[src/rtl/tart_fake_pkg.sv]
// Shared definitions for the TART fake-antenna emulator: pattern modes, FSM states,
// LFSR feedback taps and the default seed.
package tart_fake_pkg;

    typedef enum logic [1:0] {
        FAKE_RANDOM = 2'd0,
        FAKE_COUNT  = 2'd1,
        FAKE_WALK   = 2'd2,
        FAKE_CONST  = 2'd3
    } fake_mode_t;

    typedef enum logic [1:0] {
        ST_IDLE = 2'd0,
        ST_RUN  = 2'd1,
        ST_DONE = 2'd2
    } fake_state_t;

    // Taps for x^32+x^22+x^2+x+1 with a left-shifting register: bits 31, 21, 1, 0.
    localparam logic [31:0] LFSR_TAPS    = 32'h8020_0003;
    localparam logic [31:0] DEFAULT_SEED = 32'hACE1_2345;

endpackage

[src/rtl/tart_fake_lfsr.sv]
// Seedable Fibonacci LFSR with step enable; a zero seed is replaced by SEED so the
// register can never lock up in the all-zero state.
module tart_fake_lfsr
    import tart_fake_pkg::*;
#(
    parameter int              W     = 32,
    parameter int              OUT_W = 24,
    parameter logic [W-1:0]    SEED  = W'(DEFAULT_SEED)
) (
    input  logic             clk,
    input  logic             reset_n,
    input  logic             load,
    input  logic [W-1:0]     seed,
    input  logic             step,
    output logic [OUT_W-1:0] bits
);

    localparam logic [W-1:0] TAPS = W'(LFSR_TAPS);

    logic [W-1:0] lfsr_q;
    logic         fb;

    assign fb   = ^(lfsr_q & TAPS);
    assign bits = lfsr_q[OUT_W-1:0];

    always_ff @(posedge clk) begin
        if (!reset_n) begin
            lfsr_q <= SEED;
        end else if (load) begin
            lfsr_q <= (seed == '0) ? SEED : seed;
        end else if (step) begin
            lfsr_q <= {lfsr_q[W-2:0], fb};
        end
    end

endmodule

[src/rtl/tart_fake_antenna.sv]
// Antenna-data emulator producing NANT one-bit samples per rx_clk_16 cycle in bursts.
// Optional per-channel delay lines are built when TART_FAKE_DELAY_EN is defined.
module tart_fake_antenna
    import tart_fake_pkg::*;
#(
    parameter int                NANT   = 24,
    parameter int                LFSR_W = 32,
    parameter logic [LFSR_W-1:0] SEED   = LFSR_W'(DEFAULT_SEED),
    parameter int                LEN_W  = 24
`ifdef TART_FAKE_DELAY_EN
    ,
    parameter int                DW     = 3
`endif
) (
    input  logic              rx_clk_16,
    input  logic              reset_n,
    input  logic              start_i,
    input  logic              stop_i,
    input  logic [1:0]        mode_i,
    input  logic [LEN_W-1:0]  length_i,
    input  logic              load_i,
    input  logic [LFSR_W-1:0] seed_i,
    input  logic [NANT-1:0]   pattern_i,
`ifdef TART_FAKE_DELAY_EN
    input  logic [NANT*DW-1:0] delay_i,
`endif
    output logic [NANT-1:0]   antenna_o,
    output logic              valid_o,
    output logic              done_o,
    output logic [LEN_W-1:0]  count_o
);

    localparam logic [NANT-1:0] WALK_ONE = NANT'(1);

    fake_state_t       state_q, state_d;
    fake_mode_t        mode_q;
    logic [LEN_W-1:0]  len_q;
    logic [LEN_W-1:0]  count_q;
    logic [LEN_W-1:0]  count_nxt;
    logic [LEN_W-1:0]  walk_pos;
    logic [NANT-1:0]   antenna_q;
    logic              valid_q;
    logic              done_q;
    logic              accept_start;
    logic              emit;
    logic [NANT-1:0]   lfsr_bits;
    logic [NANT-1:0]   pattern_d;
    logic [NANT-1:0]   sample;

    assign count_nxt = count_q + 1'b1;
    assign walk_pos  = count_q % LEN_W'(NANT);

    // Seeds may only change between bursts so a running sequence is never disturbed.
    tart_fake_lfsr #(
        .W     (LFSR_W),
        .OUT_W (NANT),
        .SEED  (SEED)
    ) u_lfsr (
        .clk     (rx_clk_16),
        .reset_n (reset_n),
        .load    (load_i && (state_q != ST_RUN)),
        .seed    (seed_i),
        .step    (emit),
        .bits    (lfsr_bits)
    );

    always_comb begin
        state_d      = state_q;
        accept_start = 1'b0;
        emit         = 1'b0;
        unique case (state_q)
            ST_IDLE, ST_DONE: begin
                if (stop_i) begin
                    state_d = ST_IDLE;
                end else if (start_i) begin
                    state_d      = ST_RUN;
                    accept_start = 1'b1;
                end
            end
            ST_RUN: begin
                if (stop_i) begin
                    state_d = ST_IDLE;
                end else begin
                    emit = 1'b1;
                    if ((len_q != '0) && (count_nxt == len_q)) begin
                        state_d = ST_DONE;
                    end
                end
            end
            default: state_d = ST_IDLE;
        endcase
    end

    always_comb begin
        pattern_d = '0;
        unique case (mode_q)
            FAKE_RANDOM: pattern_d = lfsr_bits;
            FAKE_COUNT:  pattern_d = NANT'(count_q);
            FAKE_WALK:   pattern_d = WALK_ONE << walk_pos;
            FAKE_CONST:  pattern_d = pattern_i;
            default:     pattern_d = '0;
        endcase
    end

`ifdef TART_FAKE_DELAY_EN
    localparam int DEPTH = (1 << DW) - 1;

    logic [NANT-1:0][DEPTH-1:0] line_q;

    always_ff @(posedge rx_clk_16) begin
        if (!reset_n || accept_start) begin
            line_q <= '0;
        end else if (emit) begin
            for (int k = 0; k < NANT; k++) begin
                line_q[k] <= DEPTH'({line_q[k], pattern_d[k]});
            end
        end
    end

    // Tap 0 is the live pattern bit, tap d is the bit from d samples earlier.
    for (genvar k = 0; k < NANT; k++) begin : g_delay
        logic [DEPTH:0] taps;
        assign taps      = {line_q[k], pattern_d[k]};
        assign sample[k] = taps[delay_i[k*DW +: DW]];
    end
`else
    assign sample = pattern_d;
`endif

    always_ff @(posedge rx_clk_16) begin
        if (!reset_n) begin
            state_q   <= ST_IDLE;
            mode_q    <= FAKE_RANDOM;
            len_q     <= '0;
            count_q   <= '0;
            antenna_q <= '0;
            valid_q   <= 1'b0;
            done_q    <= 1'b0;
        end else begin
            state_q <= state_d;
            valid_q <= emit;
            done_q  <= (state_q == ST_DONE) && (state_d == ST_DONE);
            if (accept_start) begin
                count_q <= '0;
                mode_q  <= fake_mode_t'(mode_i);
                len_q   <= length_i;
            end else if (emit) begin
                count_q   <= count_nxt;
                antenna_q <= sample;
            end
        end
    end

    assign antenna_o = antenna_q;
    assign valid_o   = valid_q;
    assign done_o    = done_q;
    assign count_o   = count_q;

endmodule
[config.mk]
export PLATFORM = sky130hd
export DESIGN_NAME = tart_fake_antenna
export DESIGN_NICKNAME = d
export VERILOG_FILES = /design/src/rtl/tart_fake_pkg.sv /design/src/rtl/tart_fake_lfsr.sv /design/src/rtl/tart_fake_antenna.sv
export SDC_FILE = /design/constraint.sdc
export NUM_CORES = 1
export LEC_CHECK = 0
export BUFFER_PORTS_ARGS = -buffer_cell sky130_fd_sc_hd__buf_2
export CAP_MARGIN = 20
export CORE_MARGIN = 3
export CORE_UTILIZATION = 61
export CTS_CLUSTER_DIAMETER = 100
export DETAILED_ROUTE_END_ITERATION = 6
export GPL_ROUTABILITY_DRIVEN = 0
export GPL_TIMING_DRIVEN = 0
export PLACE_DENSITY = 0.92
export SLEW_MARGIN = 20
export SYNTH_ARGS = -nofsm -noshare
export SYNTH_HDL_FRONTEND = slang
export SYNTH_SLANG_ARGS = --single-unit
[constraint.sdc]
create_clock -name rx_clk_16 -period 8.5 [get_ports rx_clk_16]
set_clock_uncertainty 0.15 [all_clocks]
set_input_delay 0.85 -clock rx_clk_16 [delete_from_list [all_inputs] [get_ports rx_clk_16]]
set_output_delay 0.85 -clock rx_clk_16 [all_outputs]
set_load 0.005 [all_outputs]
Yosys cells after proc, flatten, opt, wreduce, memory -nomap -nowiden --
Index checks and enable logic that the tools add are counted.
Word-level totals: register bits after elaboration 110, output and inout port bits 50, logic and storage cells 47
Cells by class: $add $sub $neg 1, divide/modulo/power cells 1, equal/unequal tests 8, shift operators 1, mux-type cells 14, bitwise logic cells 2, reduce and logical (&&, ||, !) cells 12
Operators by type and width (count):
- 32-bit 2-to-1 mux | 3
- 24-bit case mux with 4 select lines | 1
- 32-bit logical NOT | 1
- 32-bit parity | 1
- 24-bit by 1-bit adder with 24-bit output, second input constant | 1
- 24-bit == test | 1
- 24-bit by 5-bit modulo with 24-bit output, second input constant | 1
- 24-bit nonzero test | 1
- 1-bit by 24-bit left shift with 24-bit output, first input constant | 1
- 2-bit == test, second input constant | 4
- 2-bit 2-to-1 mux | 4
- 1-bit 2-to-1 mux | 5
- 2-bit by 1-bit == test with 1-bit output, second input constant | 2
- 2-bit logical NOT | 2
- 2-bit case mux with 2 select lines | 1
- 2-bit OR reduction | 2
- 1-bit logical AND | 3
- 2-bit by 1-bit != test with 1-bit output, second input constant | 1
- 1-bit NOT | 2
- 2-bit AND reduction | 1
- 2-bit nonzero test | 1

Longest topological paths before layout --
Gate-level depths: netlist of run 1.
depth after elaboration 8, gate-level depth with buffers 20, depth with buffers taken out 16

Modules after synthesis --
A second synthesis of run 1 with hierarchy kept.
Second synthesis, totals: cell total of the unflattened synthesis 1033, area, all modules 7976.4 um^2
By module, submodules not included:
- tart_fake_antenna | times used 1, cells each 816, area each 6118.4 um^2, sequential area each 1561.5 um^2
- tart_fake_lfsr | times used 1, cells each 217, area each 1858.0 um^2, sequential area each 640.6 um^2

Least setup slack after synthesis of run 1 --
OpenSTA, ideal clock, no wires.
kind reg-to-reg, from register count_q[21] (netlist: count_o[21]), to register antenna_q[10] (netlist: antenna_o[10]), setup time 0.085 ns, data arrival time 4.468 ns, data required time 8.265 ns, setup slack 3.798 ns, stages on the path, launching flop included 18, buffers on the path 1, clock period less this slack 4.702 ns, cell sequence dfxtp_1 -> buf_6 -> and3b_1 -> or3_1 -> a32o_2 -> nor2_8 -> a21oi_1 -> or4b_4 -> o211a_2 -> o31ai_2 -> o21ai_1 -> a32oi_1 -> and4b_1 -> mux2i_1 -> a211oi_1 -> a211o_1 -> or4_4 -> o31ai_2
On the way: longest elaborated chain between the ends 3
Ends and longest elaborated chain:
- start: declaration | RTL line tart_fake_antenna.sv:38 | logic [LEN_W-1:0] count_q;
- start signal: assignment | RTL line tart_fake_antenna.sv:148 | count_q <= count_nxt;
- 24-bit by 5-bit modulo with 24-bit output | RTL line tart_fake_antenna.sv:51 | assign walk_pos = count_q % LEN_W'(NANT);
- 1-bit by 24-bit left shift with 24-bit output | RTL line tart_fake_antenna.sv:99 | FAKE_WALK: pattern_d = WALK_ONE << walk_pos;
- 24-bit case mux with 4 select lines | RTL line tart_fake_antenna.sv:96 | unique case (mode_q)
- end signal: assignment | RTL line tart_fake_antenna.sv:149 | antenna_q <= sample;
- end: declaration | RTL line tart_fake_antenna.sv:41 | logic [NANT-1:0] antenna_q;
No other way between the ends. A chain may end at the register's enable or synchronous reset.

Worst setup path after layout of run 1 --
from register count_q[18] (netlist: count_o[18]), to register antenna_q[10] (netlist: antenna_o[10])
The elaborated chain is that of the path after synthesis.

==> summary.md, run 1 <==
| Metric | Value |
|---|---|
| CTS HTree Levels | 3 |
| Die area | 13700 um^2 |
| Reg2reg setup slack | around 2.7 ns |
| CP max FO | 10 |
| CTS sink count | 110 |
| Diode count | 0 |
| Die Span X | between 100 and 150 um |
| Global-route wire length before repair | ~40000 um |
| Run status | finished clean |
| Startpoint types | register |
| Worst-path clk slew | roughly 0.080 ns |
| R2R Path Start | count_o[18]$_SDFFE_PP0P_ |
| Post-route DRC | 0 |
| WS Path Type | register to register |
| P_leak | roughly 3.4 nW |
| Final nets | approximately 1200 |
| Antenna violations before repair | 0 |
| Grt met3 use | under 10% |
| Iteration-0 DRC Markers | around 1700 |
| Yosys top cell area share | between 20% and 30% |
| Vias/cell | between 6 and 7 |
| Finished Core Util | ~75% |
| DR vias | about 9000 |
| Final Cycle Share | approximately two thirds |
| Area growth, synth to finish | 16.0% |
| # setup viols final | 0 |
| Fin cells | between 1000 and 1500 |
| Worst-Margin Slew | 0.751 ns |
| Layout fillers | ~900 |
| Post-synth ARST share | 0% |
| GRT busiest layer | met2 |
| Commonest non-fill, non-tap cells in the layout | 159 x nand2_1, 144 x buf_2, 110 x dfxtp_1 |
| Critical Path RT | roughly 8.6 ns |
| Worst skew pair latency | about 0.37 ns |
| Max cap viols | 0 |
| Die Y | 117 um |
| Worst R2R End | antenna_o[10]$_SDFFE_PN0P_ |
| Max-slew violation count | 0 |
| Port buffer count | about 140 |
| Vias in the first global route | ~8000 |
| CP Capture Type | register |
| Root Buffer | clkbuf_16 |
| Effective utilization at floorplan | around 64% |
| Hold path cells | 2 |
| Netlist cell types | 87 |
| Logic pwr share | roughly an eighth |
| Worst hold endpoint | u_lfsr.lfsr_q[24]$_SDFFE_PN0P_ |
| Number of synthesized flops with an enable pin | 0 |
| WL per Instance | between 20 and 25 um |
| Core ar. | 11700 um^2 |
| Dominant cells by area after synthesis | dfxtp_1 29%, nand2_1 7.9%, xnor2_1 5.4% |
| Final min period | 5.81 ns |
| Sw Ratio | 27.7% |
| Worst Hold Launch | u_lfsr.lfsr_q[24]$_SDFFE_PN0P_ |
| Row count | 39 |
| CTS max path bufs | 2 |
| Fin Setup TNS | 0 ns |
| Post-CTS Setup Repair Bufs | 0 |
| Commonest non-fill, non-tap cell in the layout | nand2_1 |
| Slew HR | 50.0% |
| Net Sw Power | 335 uW |
| DP Wirelength | roughly 20000 um |
| Flop pwr share | between 40% and 50% |
| Leading area contributor after synthesis | dfxtp_1 |
| CP startpoint | count_o[18]$_SDFFE_PP0P_ |
| Syn Area/Cell | roughly 7.6 um^2 |
| RSZ-0062 raised after global routing | false |
| Internal power | around 900 uW |
| Layout cell share with drive strength beyond 1 | 17.0% |
| Register area share after synthesis | about 30% |
| Crit path DAT | 5.94 ns |
| Fmax | about 170 MHz |
| Post-CTS sizing | 0 |
| Post-Syn Instances | roughly 1000 |
| Top-level I/O count | 137 |
| Synth Register Bits | 110 |
| Clock network fraction of design power | roughly two fifths |
| Worst hold path type | register to register |
| Total global routing overflow | 0 |
| YS warnings | 0 |
| CTS Hold Bufs | 0 |
| Main synth FF type | dfxtp_1 |
| Peak VDD IR | 0.148 mV |
| Largest net degree at the start of global routing | 20 |
| Hold Vio Cnt, Final | 0 |
| Synth Cell Area | roughly 7500 um^2 |
| R2R depth | 16 |
| Routed wire length | about 27000 um |
| Cells after DPL | 1267 |
| DRT Pass-1 Iters | 7 |
| Pwr Density | between 100 and 150 nW/um^2 |
| Met1 Use GR | 48.4% |
| Grt met2 use | between 60% and 70% |
| Post-detailed-route count of antenna-violating nets | 0 |
| GRT Resource Usage Total | a little under two fifths |
| CTS tree | done |
| Cts bufs inserted | 9 |
| Syn Nets | approximately 1100 |
metal layers:
layer	up-vias	wire, um	share of wire (%)
li1	3917	-	-
met1	3914	9630	36
met2	806	11500	43
met3	183	3850	15
met4	0	1540	5.8
met5	-	0	0
logic make-up (layout without fill, tap and decap cells):
kind of cell             count (synthesis)  count (layout)  share of synthesized area [%]
XOR/XNOR                                62              62                           7.22
AND/OR/NAND/NOR                        425             425                           28.5
adder cells (fa/ha/maj)                  2               2                          0.333
multiplexers                            24              24                           3.23
buffers and inverters                   95             247                           5.17
AO/OA/AOI/OAI                          270             270                           26.3
flip-flops                             110             110                           29.3
registers in the layout, summed over array words and instances (netlist names):
signal and count:
u_lfsr.lfsr_q 32, antenna_o 24, count_o 24, len_q 24
mode_q 2, state_q 2, done_o 1, valid_o 1
through the flow:
| stage | cell area [um^2] | hold WS (ns) | worst slack (ns) | total power [mW] |
|---|---|---|---|---|
| 2_1_floorplan | 7520 | 0.294 | 3.80 | 0.654 |
| 3_3_place_gp | 8380 | 0.303 | 3.20 | 0.714 |
| 3_5_place_dp | 8380 | 0.318 | 3.05 | 0.719 |
| 4_1_cts | 8720 | 0.337 | 3.03 | 1.20 |
| 5_1_grt | 8730 | 0.372 | 2.55 | 1.23 |
| 6_report | 8730 | 0.338 | 2.69 | 1.21 |
layout make-up:
cell class,count,area (um^2),share of cell area [%]
buffer,77,322,3.68
clock buffer,10,239,2.74
clock inverter,6,98.8,1.13
inverter,18,67.6,0.774
multi-input combinational,783,4940,56.6
sequential,110,2200,25.2
tap,143,179,2.05
timing repair buffer,136,681,7.80
power by group through the flow:
stage / registers (mW) / clock network, mW / logic [mW]
global route: 0.567 / 0.503 / 0.164
detailed placement: 0.575 / 0 / 0.143
CTS: 0.564 / 0.485 / 0.147
floorplan: 0.566 / 0 / 0.0881
global placement: 0.574 / 0 / 0.139
finish: 0.567 / 0.490 / 0.152
worst max-delay path, cell delays in order (launching register included):
cell and delay [ns]:
dfxtp_1 0.43, clkbuf_1 0.49, o211ai_1 0.24, a32oi_1 0.57, a21oi_1 0.18, nor3_1 0.34
o211ai_1 0.32, o211a_2 0.24, o31ai_2 0.32, o21ai_1 0.20, a32oi_1 0.38, and4b_1 0.34
mux2i_1 0.22, a211oi_1 0.08, a211o_1 0.44, or4_4 0.53, o31ai_2 0.25
synthesized netlist by cell type (9+ instances only):
| cell | number |
|---|---|
| o21ai_0 | 44 |
| o211a_1 | 12 |
| a21oi_1 | 35 |
| clkbuf_1 | 59 |
| nor4_1 | 22 |
| dfxtp_1 | 110 |
| a21boi_0 | 28 |
| xnor2_1 | 46 |
| nand2_1 | 159 |
| inv_1 | 17 |
| o221ai_1 | 9 |
| xor2_1 | 16 |
| nor2_1 | 67 |
| and3_1 | 16 |
| nand3_1 | 43 |
| nor3_1 | 23 |
| o211ai_1 | 45 |
| or3_1 | 15 |
| mux2i_1 | 22 |
| nand4_1 | 18 |
how the worst max path moves through the flow:
stage / end / slack, ns / cells past startpoint
floorplan: antenna_o[10]$_SDFFE_PN0P_ / 3.80 / 17
detailed placement: antenna_o[10]$_SDFFE_PN0P_ / 3.05 / 16
global route: antenna_o[10]$_SDFFE_PN0P_ / 2.55 / 17
CTS: antenna_o[10]$_SDFFE_PN0P_ / 3.03 / 16
global placement: antenna_o[8]$_SDFFE_PN0P_ / 3.20 / 16
finish: antenna_o[10]$_SDFFE_PN0P_ / 2.69 / 16
Power figures use the tool's default switching activity.
==> run 2, diff against run 1 <==
--- a/config.mk
+++ b/config.mk
@@ -5,15 +5,16 @@
 export SDC_FILE = /design/constraint.sdc
 export NUM_CORES = 1
 export LEC_CHECK = 0
+export ABC_AREA = 1
 export BUFFER_PORTS_ARGS = -buffer_cell sky130_fd_sc_hd__buf_2
 export CAP_MARGIN = 20
 export CORE_MARGIN = 3
-export CORE_UTILIZATION = 61
+export CORE_UTILIZATION = 50
 export CTS_CLUSTER_DIAMETER = 100
 export DETAILED_ROUTE_END_ITERATION = 6
 export GPL_ROUTABILITY_DRIVEN = 0
 export GPL_TIMING_DRIVEN = 0
-export PLACE_DENSITY = 0.92
+export PLACE_DENSITY = 0.83
 export SLEW_MARGIN = 20
 export SYNTH_ARGS = -nofsm -noshare
 export SYNTH_HDL_FRONTEND = slang
==> constraint.sdc (replaced) <==
create_clock -name rx_clk_16 -period 5.1 [get_ports rx_clk_16]
set_clock_uncertainty 0.15 [all_clocks]
set_input_delay 0.51 -clock rx_clk_16 [delete_from_list [all_inputs] [get_ports rx_clk_16]]
set_output_delay 0.51 -clock rx_clk_16 [all_outputs]
set_load 0.005 [all_outputs]
==> run 2 against run 1 <==
  * The flow now finishes with violations (negative setup slack)
  * Critical endpoint is now antenna_o[1]$_SDFFE_PN0P_
  * Via count decreased by 14%
  * Synthesized cell count shrank 5.0%
  * Largest cell class unchanged
  * Combinational power rose to 3.8 times the previous value
  * First-iteration DRC count fell by 51%
  * Sequential power rose by 68%
  * Power grew 88%
  * Die area is 5.7% higher
  * Worst hold slack lost 0.12 ns
  * Largest power group unchanged
==> summary.md, run 2 <==
| Metric | Value |
|---|---|
| Run status | finished with violations (was finished clean) |
| Failing checks | negative setup slack |
| Slew HR | 47.1% (was 50.0%) |
| CTS HTree Levels | 3 (unchanged) |
| Global-route wire length before repair | 32900 um (was 40800 um) |
| Worst skew pair latency | 0.36 ns (was 0.37 ns) |
| Row count | 41 (was 39) |
| Worst hold endpoint | len_q[0]$_SDFFE_PN0P_ (was u_lfsr.lfsr_q[24]$_SDFFE_PN0P_) |
| YS warnings | 0 (unchanged) |
| R2R Path Start | count_o[23]$_SDFFE_PP0P_ (was count_o[18]$_SDFFE_PP0P_) |
| Largest Register | u_lfsr.lfsr_q (unchanged) |
| Yosys top cell area share | 33.7% (was 29.3%) |
| Largest net degree at the start of global routing | 18 (was 20) |
| Reg area | 2210 um^2 (was 2200 um^2) |
| # setup viols final | 24 (was 0) |
| CTS Hold Bufs | 0 (unchanged) |
| Syn Nets | 1028 (was 1077) |
| R2R depth | 50 (was 16) |
| Hold Vio Cnt, Final | 0 (unchanged) |
| Layout cell share with drive strength beyond 1 | 26.3% (was 17.0%) |
| Commonest non-fill, non-tap cell in the layout | nand2_1 (unchanged) |
| Max-slew violation count | 0 (unchanged) |
| DP Wirelength | 16200 um (was 19600 um) |
| Effective utilization at floorplan | 51.4% (was 64.3%) |
| Max incr delay on CP | 0.38 ns (was 0.57 ns) |
| Main synth FF type | dfxtp_1 (unchanged) |
| CP Capture Type | register (unchanged) |
| Commonest non-fill, non-tap cells in the layout | 144 x nand2_1, 136 x buf_2, 106 x dfxtp_1 (was 159 x nand2_1, 144 x buf_2, 110 x dfxtp_1) |
| Leading area contributor after synthesis | dfxtp_1 (unchanged) |
| Netlist cell types | 50 (was 87) |
| Hold path cells | 3 (was 2) |
| Crit path DAT | 6.02 ns (was 5.94 ns) |
| Top-level I/O count | 137 (unchanged) |
| WS Path Type | register to register (unchanged) |
| Post-route DRC | 0 (unchanged) |
| Post-Syn Instances | 939 (was 988) |
| Root Buffer | clkbuf_16 (unchanged) |
| Worst Hold Launch | length_i[0] (was u_lfsr.lfsr_q[24]$_SDFFE_PN0P_) |
| Setup slack at placement | -0.619 ns (was 3.05 ns) |
| Layout fillers | 1166 (was 896) |
| Critical Path RT | 5.24 ns (was 8.63 ns) |
| Critical-path top delay cell | dfxtp_4 (was a32oi_1) |
| Max cap viols | 0 (unchanged) |
| Worst R2R End | antenna_o[1]$_SDFFE_PN0P_ (was antenna_o[10]$_SDFFE_PN0P_) |
| Iteration-0 DRC Markers | 818 (was 1657) |
| Final WS setup | -0.777 ns (was 2.69 ns) |
| Post-detailed-route count of antenna-violating nets | 0 (unchanged) |
| Port buffer count | 135 (was 136) |
| Syn Area/Cell | 6.96 um^2 (was 7.62 um^2) |
| Number of synthesized flops with an enable pin | 0 (unchanged) |
| GRT Resource Usage Total | 28.5% (was 38.1%) |
| Final min period | 5.88 ns (was 5.81 ns) |
| WL per Instance | 17.3 um (was 20.7 um) |
| Worst hold path type | input pin to register (was register to register) |
| Dominant cells by area after synthesis | dfxtp_1 34%, nand2_1 10%, a21oi_1 7.2% (was dfxtp_1 29%, nand2_1 7.9%, xnor2_1 5.4%) |
| Die area | 14500 um^2 (was 13700 um^2) |
| DR vias | 7544 (was 8820) |
| Synth Register Bits | 110 (unchanged) |
| Final Cycle Share | 115% (was 68.4%) |
| Vias in the first global route | 6530 (was 8099) |
| Vias/cell | 5.93 (was 6.87) |
| Die Span X | 120 um (was 117 um) |
| Number of flip-flops in the largest register | 32 (unchanged) |
| Synth Cell Area | 6540 um^2 (was 7520 um^2) |
| Register area share after synthesis | 33.7% (was 29.3%) |
| Delay-heaviest family, CP | simple AND/OR/NAND/NOR gates (was compound AO/OA/AOI/OAI gates) |
| Die Y | 120 um (was 117 um) |
| Startpoint types | register (unchanged) |
| RSZ-0062 raised after global routing | true (was false) |
| Finished Core Util | 64.1% (was 74.5%) |
| Multi-input logic area | 3990 um^2 (was 4940 um^2) |
| Total global routing overflow | 0 (unchanged) |
| Diode count | 0 (unchanged) |
| Core ar. | 12700 um^2 (was 11700 um^2) |
| Top post-synthesis cells by count | 180 x nand2_1, 110 x dfxtp_1, 94 x a21oi_1, 84 x o21ai_0, 79 x inv_1 (was 159 x nand2_1, 110 x dfxtp_1, 67 x nor2_1, 59 x clkbuf_1, 46 x xnor2_1) |
| Worst-path clk slew | 0.07 ns (was 0.08 ns) |
| CTS tree | done (unchanged) |
| CTS max path bufs | 2 (unchanged) |
| CP max FO | 8 (was 10) |
| DRT Pass-1 Iters | 5 (was 7) |
| Count leader, synth | nand2_1 (unchanged) |
| Cts bufs inserted | 9 (unchanged) |
| Antenna violations before repair | 0 (unchanged) |
| Reg2reg setup slack | -0.78 ns (was 2.69 ns) |
| Peak VDD IR | 0.144 mV (was 0.148 mV) |
| Post-synth ARST share | 0% (unchanged) |
| Pwr Density | 279 nW/um^2 (was 139 nW/um^2) |
| CTS sink count | 110 (unchanged) |
| Worst path bufs/invs | 6 (was 1) |
| Final nets | 1186 (was 1224) |
| Fmax | 170 MHz (was 172 MHz) |
| Routed wire length | 22000 um (was 26500 um) |
| Area growth, synth to finish | 24.7% (was 16.0%) |
| P_leak | 3.42 nW (about the same) |
| Worst-Margin Slew | 0.787 ns (was 0.751 ns) |
| Cell repeated most along the worst path | nand2_1 |
[run 2: changes by cell type after synthesis, moves of 16 or more]
cell / change
xor2_1: +16
mux2i_1: -22
a21boi_0: -28
a221oi_1: +26
inv_1: +62
and3_1: -16
o21ai_0: +40
a21oi_1: +59
xnor2_1: -43
clkbuf_1: -19
o211ai_1: -44
nand2_1: +21
[run 2: final cells by class]
class | instances | area share [%]
Clock buffer | 11 | 3.10
Tap cell | 172 | 2.64
Buffer | 54 | 3.65
Timing Repair Buffer | 147 | 9.49
Clock inverter | 4 | 0.675
Inverter | 87 | 4.27
Sequential cell | 110 | 27.2
Multi-Input combinational cell | 688 | 49.0
[run 2: how the worst max path moves through the flow]
stage	start	to	cells past startpoint
after floorplan	count_o[22]$_SDFFE_PP0P_	antenna_o[20]$_SDFFE_PN0P_	58
after global placement	count_o[22]$_SDFFE_PP0P_	antenna_o[17]$_SDFFE_PN0P_	58
after detailed placement	count_o[21]$_SDFFE_PP0P_	antenna_o[18]$_SDFFE_PN0P_	44
after CTS	count_o[22]$_SDFFE_PP0P_	antenna_o[18]$_SDFFE_PN0P_	45
after global routing	count_o[23]$_SDFFE_PP0P_	antenna_o[1]$_SDFFE_PN0P_	50
final	count_o[23]$_SDFFE_PP0P_	antenna_o[1]$_SDFFE_PN0P_	50
[run 2: tightest hold or removal path: cells and delay by family]
kind / cells / cell delay (ns)
and+or+nand+nor: 2 / 0.11
buffers and inverters: 1 / 0.08
[run 2: stage by stage]
stage | hold slack [ns] | area [um^2] | TNS [ns] | total power, mW | cells
after global placement | 0.303 | 7430 | -7.38 | 1.45 | 1246
final | 0.222 | 8150 | -16.96 | 2.27 | 1273
after CTS | 0.227 | 7920 | -10.16 | 2.21 | 1272
after detailed placement | 0.305 | 7430 | -12.23 | 1.46 | 1246
after global routing | 0.220 | 8150 | -27.10 | 2.36 | 1273
after floorplan | 0.287 | 6540 | 0 | 1.31 | 939
[run 2: layer usage]
| layer | wire length, um | vias to the layer above | global-route usage, % | part of all wire (%) |
|---|---|---|---|---|
| met5 | 0 | - | 0 | 0 |
| met4 | 819 | 0 | 10.6 | 3.7 |
| met3 | 2520 | 69 | 6.83 | 11 |
| met2 | 9650 | 476 | 42.2 | 44 |
| met1 | 9010 | 3431 | 40.5 | 41 |
| li1 | - | 3568 | - | - |
[run 2: power breakdown]
part           internal [mW]  switching (mW)  leakage, nW
clock network          0.408           0.332        0.148
logic                  0.214           0.365         2.37
registers              0.907          0.0430        0.904
total                   1.53           0.740         3.42
[run 2: logic make-up after synthesis]
family,after synthesis,synth area share (%)
AO/OA/AOI/OAI,268,24.7
buffers and inverters,141,9.70
XOR/XNOR,35,4.69
flip-flops,110,33.7
adder cells (fa/ha/maj),2,0.383
AND/OR/NAND/NOR,383,26.8
[run 2: repair_timing]
action	CTS	global route
setup buffers	11	1
pin swaps	28	38
resized for setup	32	64
setup endpoints to repair	24	24
